**src/rtl/mant_sqrt_iter_pkg.sv**
```systemverilog
// Shared definitions for the iterative mantissa square-root unit:
// FSM state type and the root-width helper.
package mant_sqrt_iter_pkg;

    typedef enum logic [1:0] {
        IDLE,
        CALC,
        DONE
    } sqrt_state_t;

    function automatic int sqrt_root_w(input int mant_w, input int extra_w);
        return mant_w + 1 + extra_w;
    endfunction

endpackage

```
**src/rtl/sqrt_step.sv**
```systemverilog
// One combinational restoring square-root iteration: brings down two radicand
// bits, trial-subtracts (root<<2)|1 and appends one root bit.
module sqrt_step #(
    parameter int R = 26
) (
    input  logic [R+1:0] rem,
    input  logic [R-1:0] root,
    input  logic [1:0]   bits,
    output logic [R+1:0] rem_nxt,
    output logic [R-1:0] root_nxt
);

    logic [R+1:0] rem_sh;
    logic [R+1:0] trial;

    // The remainder never exceeds 2*root, so the two bits dropped here are always zero.
    assign rem_sh = {rem[R-1:0], bits};
    assign trial  = {root, 2'b01};

    always_comb begin
        rem_nxt  = rem_sh;
        root_nxt = {root[R-2:0], 1'b0};
        if (rem_sh >= trial) begin
            rem_nxt  = rem_sh - trial;
            root_nxt = {root[R-2:0], 1'b1};
        end
    end

endmodule

```
**src/rtl/mant_sqrt_iter.sv**
```systemverilog
// Iterative mantissa square root: one restoring step per cycle, R cycles per
// operand, single operation in flight with valid/ready on both sides.
module mant_sqrt_iter
    import mant_sqrt_iter_pkg::*;
#(
    parameter  int MANT_W  = 23,
    parameter  int EXTRA_W = 2,
    parameter  int TAG_W   = 10,
    localparam int R       = sqrt_root_w(MANT_W, EXTRA_W)
) (
    input  logic              clk,
    input  logic              rst,
    input  logic              in_valid,
    output logic              in_ready,
    input  logic [MANT_W:0]   in_sig,
    input  logic              in_exp_odd,
    input  logic [TAG_W-1:0]  in_tag,
    input  logic              flush,
    output logic              out_valid,
    input  logic              out_ready,
    output logic [R-1:0]      out_root,
    output logic              out_sticky,
    output logic [TAG_W-1:0]  out_tag
);

    localparam int CNT_W = $clog2(R);
    localparam int SHIFT = 2*R - 2 - MANT_W;

    sqrt_state_t        state;
    logic [CNT_W-1:0]   cnt;
    logic [2*R-1:0]     rad;
    logic [R-1:0]       root;
    logic [R+1:0]       rem;
    logic [TAG_W-1:0]   tag;

    logic [2*R-1:0]     sig_ext;
    logic [2*R-1:0]     rad_init;
    logic [R+1:0]       rem_nxt;
    logic [R-1:0]       root_nxt;

    // Odd exponent doubles the radicand so the exponent halves exactly.
    assign sig_ext  = {{(2*R-MANT_W-1){1'b0}}, in_sig};
    assign rad_init = in_exp_odd ? (sig_ext << (SHIFT + 1)) : (sig_ext << SHIFT);

    sqrt_step #(.R(R)) u_step (
        .rem      (rem),
        .root     (root),
        .bits     (rad[2*R-1:2*R-2]),
        .rem_nxt  (rem_nxt),
        .root_nxt (root_nxt)
    );

    always_ff @(posedge clk or negedge rst) begin
        if (!rst) begin
            state     <= IDLE;
            cnt       <= '0;
            rad       <= '0;
            root      <= '0;
            rem       <= '0;
            tag       <= '0;
            out_valid <= 1'b0;
        end else if (flush) begin
            state     <= IDLE;
            out_valid <= 1'b0;
        end else begin
            case (state)
                IDLE: begin
                    if (in_valid) begin
                        state <= CALC;
                        rad   <= rad_init;
                        root  <= '0;
                        rem   <= '0;
                        tag   <= in_tag;
                        cnt   <= CNT_W'(R - 1);
                    end
                end
                CALC: begin
                    rad  <= rad << 2;
                    root <= root_nxt;
                    rem  <= rem_nxt;
                    if (cnt == '0) begin
                        state     <= DONE;
                        out_valid <= 1'b1;
                    end else begin
                        cnt <= cnt - 1'b1;
                    end
                end
                DONE: begin
                    if (out_ready) begin
                        state     <= IDLE;
                        out_valid <= 1'b0;
                    end
                end
                default: begin
                    state     <= IDLE;
                    out_valid <= 1'b0;
                end
            endcase
        end
    end

    // Held low for the whole reset, ready the moment reset releases.
    assign in_ready   = (state == IDLE) && rst;
    assign out_root   = root;
    assign out_sticky = |rem;
    assign out_tag    = tag;

endmodule

```
**config.mk**
```make
export PLATFORM = sky130hd
export DESIGN_NAME = mant_sqrt_iter
export DESIGN_NICKNAME = d
export VERILOG_FILES = /design/src/rtl/mant_sqrt_iter_pkg.sv /design/src/rtl/sqrt_step.sv /design/src/rtl/mant_sqrt_iter.sv
export SDC_FILE = /design/constraint.sdc
export NUM_CORES = 1
export LEC_CHECK = 0
export ABC_AREA = 1
export ABC_CLOCK_PERIOD_IN_PS = 3400
export BUFFER_PORTS_ARGS = -buffer_cell sky130_fd_sc_hd__buf_2
export CORE_UTILIZATION = 30
export CTS_BUF_LIST = sky130_fd_sc_hd__clkbuf_2 sky130_fd_sc_hd__clkbuf_4 sky130_fd_sc_hd__clkbuf_8
export CTS_CLUSTER_SIZE = 24
export DETAILED_ROUTE_END_ITERATION = 12
export PLACE_DENSITY = 0.59
export SLEW_MARGIN = 20
export SYNTH_ARGS = -nofsm -noshare
export SYNTH_HDL_FRONTEND = slang
export SYNTH_SLANG_ARGS = --single-unit
```
**constraint.sdc**
```tcl
create_clock -name clk -period 3.4 [get_ports clk]
set_clock_uncertainty 0.2 [all_clocks]
set_input_delay 0.17 -clock clk [delete_from_list [all_inputs] [get_ports clk]]
set_output_delay 0.17 -clock clk [all_outputs]
set_load 0.02 [all_outputs]
```
# After elaboration in Yosys (flattened, before gate mapping)
# Index checks and enable logic that the tools add are counted.
# totals
elab_cells	50
in_bits	40
register_bits	124
out_inout_bits	39
# op_classes
n_lt_le_gt_ge	1
reduce_logical	10
eq_ne	8
bitwise	1
n_addsub	2
mux	21
# ops
cell	count
$mux W52	2
$pmux W52 S2	1
$mux W28	2
$pmux W28 S2	1
$pmux W26 S2	1
$ge A28 B28 Y1	1
$reduce_or A28 Y1	1
$sub A28 B28 Y28	1
$mux W26	1
$reduce_and A3 Y1	4
$mux W5	2
$pmux W5 S2	1
$ne A3 B3 Y1 const B	3
$mux W2	4
$ne A2 B2 Y1 const B	3
$pmux W2 S3	1
$logic_not A5 Y1	1
$sub A5 B1 Y5 const B	1
$mux W1	4
$reduce_and A4 Y1	1
$pmux W1 S3	1
$eq A2 B1 Y1 const B	1
$eq A2 B2 Y1 const B	1
$logic_not A2 Y1	1
3 further kinds	3

# Depth between registers and ports, before layout
# logic_depth
depth_word	4
ltp_mapped	15
mapped_depth_nobuf	15

# By module
# Synthesis repeated with hierarchy kept, for this count alone.
# hier_totals
hier_cells	1112
hier_area_um2	7181.9
# modules_own_cells
module	area_per_inst_um2	n_inst	seq_area_each_um2	cells_each
mant_sqrt_iter	4315.4	1	2427.3	531
sqrt_step	2866.5	1	0.0	581

# Least setup slack after synthesis
# Ideal clock, no wire load.
# synth_timing
path_kind	reg2reg
start	register root[12] (netlist: out_root[12])
end	register rem[11]
arrival_time_ps	1973
stages_incl_launch_ff	12
setup_time_ps	118
path_buffers	1
required_ps	3082
period_less_slack_ps	2291
slack_ps	1109
cell_sequence	dfrtp_1 -> inv_1 -> ha_1 -> nand2_1 -> nor2_2 -> and2_1 -> and2_1 -> nand2_1 -> clkbuf_1 -> nand4_1 -> nand3_1 -> nand2_1
# synth_between
elab_chain_cells	3
# synth_rtl
item	line_no	text
start, declared	mant_sqrt_iter.sv:32	logic [R-1:0] root;
start signal, assigned	mant_sqrt_iter.sv:79	root <= root_nxt;
$ge A28 B28 Y1	sqrt_step.sv:23	if (rem_sh >= trial) begin
$mux W28	sqrt_step.sv:23	
$pmux W28 S2	mant_sqrt_iter.sv:66	case (state)
end signal, assigned	mant_sqrt_iter.sv:80	rem <= rem_nxt;
end, declared	mant_sqrt_iter.sv:33	logic [R+1:0] rem;
# Every way passes these cells.
# A chain may end at the register's enable or synchronous reset.

# Worst setup path in the final report
# layout_timing
start	register root[0] (netlist: out_root[0])
end	register rem[18]
# layout_between
elab_chain_cells	3
elab_cells_between_ends	4
cone_classes	1 x add/sub; 1 x order compare; 2 x mux
# layout_rtl
item	line_no
$sub A28 B28 Y28 / $ge A28 B28 Y1 (equally long branches)	sqrt_step.sv:24, sqrt_step.sv:23
$mux W28 (*)	sqrt_step.sv:23
$pmux W28 S2 (*)	mant_sqrt_iter.sv:66
# Every way passes the cells marked *; elsewhere a longest branch is shown, timed or not.

==> run summary <==
Clock insertion delay at the later pin of the skew report: 0.40 ns
Total vias in the final route: 6,771
Wire length of the first global-routing pass: 32,000 um
Final Worst Setup Slack: 0.704 ns
Achievable frequency: 0.371 GHz
# H-tree levels: 3
Remaining DRCs: 0
Number of nets with antenna violations after detailed routing: 0
Worst-path clk slew: 0.11 ns
Number of buffers inserted during clock tree synthesis: 9
I/O pins: 79
HPWL Detailed: 13,800 um
CTS root buf: sky130_fd_sc_hd__clkbuf_8
Layout cells sized above 1: 0.102
Mean instance size in the synthesized netlist: 6.47 sq um
Core Util, Final: 0.368
Total negative setup slack: 0 ns
Total number of nets in the final design: 1,210
Critical path, cell by cell: inv_1 > ha_1 > nand3_1 > nand3_1 > nand2_1 > nand3_1 > nand2_1 > nand3_2 > buf_4 > nand2_1 > nand3_1 > nand2_1
Sinks on Clock Net: 97
Drt initial violations: 503
Critical Path Max Stage Delay: 0.41 ns
Pin slew with the least headroom to its limit: 0.757 ns
Crit Path Max Fanout: 20
Count of input and output buffers: 78
Most common library cell in the layout ignoring fill and taps: sky130_fd_sc_hd__nand2_1
Total die area: 22,900 sq um
Total of flip-flops plus latches after synthesis: 97
Crit end category: register
Synth Net Count: 1,103
Crit Path Class: reg2reg
Number of standard-cell rows in the floorplan: 54
Global routing usage summed across all routing layers: 0.179
Syn-to-layout area delta: 20.0%
Die Span Y: 151 um
Post-synth EDFFs: 0
Routed wire length: 19,600 um
Share of synthesized flip-flops with an asynchronous set or reset: 1.00
# setup viols final: 0
Commonest register cell after synthesis: sky130_fd_sc_hd__dfrtp_1
Worst hold margin: 0.0323 ns
IR Drop Worst-Case VDD: 0.000328 V
CP arrival: 2.82 ns
Crit share post-route: 0.793
Post-synthesis cell count: 1,033
Final Critical Period: 2.70 ns
Via count of the first global-routing pass: 6,329
P_leak: 0.00451 uW
Top library cells by usage in the layout, fill and taps aside: sky130_fd_sc_hd__nand2_1, sky130_fd_sc_hd__inv_1, sky130_fd_sc_hd__dfrtp_1
Data required time of the worst path: 3.53 ns
Post-Layout Inst Area: 8020 sq um
Maximum number of pins on one net before global-route repair: 98
Global placer's final weighted congestion: 1.01
Worst rel slew slack: 0.494
Routed length per instance: 13.7 um
Startpoint Class: register
Placed instance area: 7360 sq um
Number of warnings printed during yosys synthesis: 0
Detailed-router iteration count before antenna repair: 9
CTS tree: done
Crit path max-delay cell type: sky130_fd_sc_hd__dfrtp_1
Path category of the worst min-delay check: in2reg
Antenna violations before repair: 0
Core area: 21,800 sq um
Power per Cell Area: 818 nW/um^2
Total setup buffers inserted after CTS: 0
Portion of the post-synthesis area used by sequential elements: 0.363
Final-report max-slew violation count: 0
Post-placement worst setup slack: 0.723 ns
Via count normalized by instance count: 4.75
Initial core utilization: 0.306
Setup repair after global routing missed its margin: no
Die span in x: 151 um
Number of antenna diodes: 0
Cell area after technology mapping: 6690 sq um
GRT overflow: 0
Result of the run: finished clean
Synth cell types: 31
Number of hold-slack violations in the final timing report: 0
Max Root-Sink Buffers: 2
MaxCap Viol Count: 0
==> metrics by stage <==
step | std cells | total power (uW)
3_5_place_dp | 1364 | 5630
2_1_floorplan | 1033 | 4650
3_3_place_gp | 1364 | 5610
6_report | 1425 | 6560
4_1_cts | 1425 | 6560
5_1_grt | 1425 | 7250
==> final timing paths <==
path                             start           end  slack (ns)  cells past startpoint
setup reg to reg           out_root[0]       rem[18]        0.70                     12
min in group asynchronous          rst  out_root[14]        0.22                      3
hold / removal              in_sig[21]       rad[49]        0.03                      5
setup / recovery           out_root[0]       rem[18]        0.70                     12
hold reg to reg             out_tag[2]    out_tag[2]        0.28                      2
max in group asynchronous          rst       rem[25]        2.31                      3
==> registers in the layout, summed over array words and instances, names as in the netlist <==
register / count
rad: 25
out_root: 26
state: 2
out_valid: 1
cnt: 5
out_tag: 10
rem: 28
==> metal layers <==
| layer | part of all wire | wire length [um] | global-route usage |
|---|---|---|---|
| met2 | 0.45 | 8730 | 0.282 |
| met5 | 0 | 0 | 0 |
| met4 | 0.016 | 312 | 0.0505 |
| met3 | 0.044 | 856 | 0.0310 |
| met1 | 0.49 | 9670 | 0.249 |
==> cell families after synthesis <==
family                     count (synthesis)  share of synthesized area
adders and majority gates                 30                     0.0561
xor gates and xnor gates                  11                     0.0144
buffers and inverters                    202                      0.117
AOI/OAI and AO/OA                        106                     0.0857
and+or+nand+nor                          587                      0.364
DFF                                       97                      0.363
==> cell usage after synthesis, drive strengths merged (9+ instances only) <==
cell	number	area, sq um
buf	9	55.1
a21oi	17	85.1
nand3	80	405
dfrtp	97	2430
xnor2	10	87.6
ha	30	375
o22ai	26	163
clkbuf	29	109
o21ai	58	290
nand4	32	200
nand2	414	1560
nor2	46	178
inv	164	616
==> area by class of cell <==
cell class / instances / area, sq um
fillers: 2348 / 13800
well taps: 280 / 350
multi-input cells: 734 / 3480
inverters: 164 / 616
clock inverters: 6 / 73.8
flip-flops and latches: 97 / 2430
clock buffers: 10 / 138
repair buffers: 134 / 938
==> critical path, delay by kind of cell, from the launching register on <==
kind | cells | cell delay, ns
flip-flops | 1 | 0.41
buffers and inverters | 2 | 0.43
adder cells (fa/ha/maj) | 1 | 0.38
AND/OR/NAND/NOR | 9 | 1.21
==> power by group <==
part | internal (uW) | leakage [uW] | switching [uW] | total [uW]
logic | 1380 | 0.00315 | 2690 | 4070
registers | 1430 | 0.00126 | 214 | 1650
clock network | 373 | 0.000107 | 470 | 843
total | 3190 | 0.00451 | 3380 | 6560
==> what timing repair did <==
action | 4_1_cts | 5_1_grt
endpoints found under the hold margin | 132 | 0
resized for setup | 0 | 0
hold buffers | 45 | 0
No activity file was read; power rests on OpenSTA's default activity.
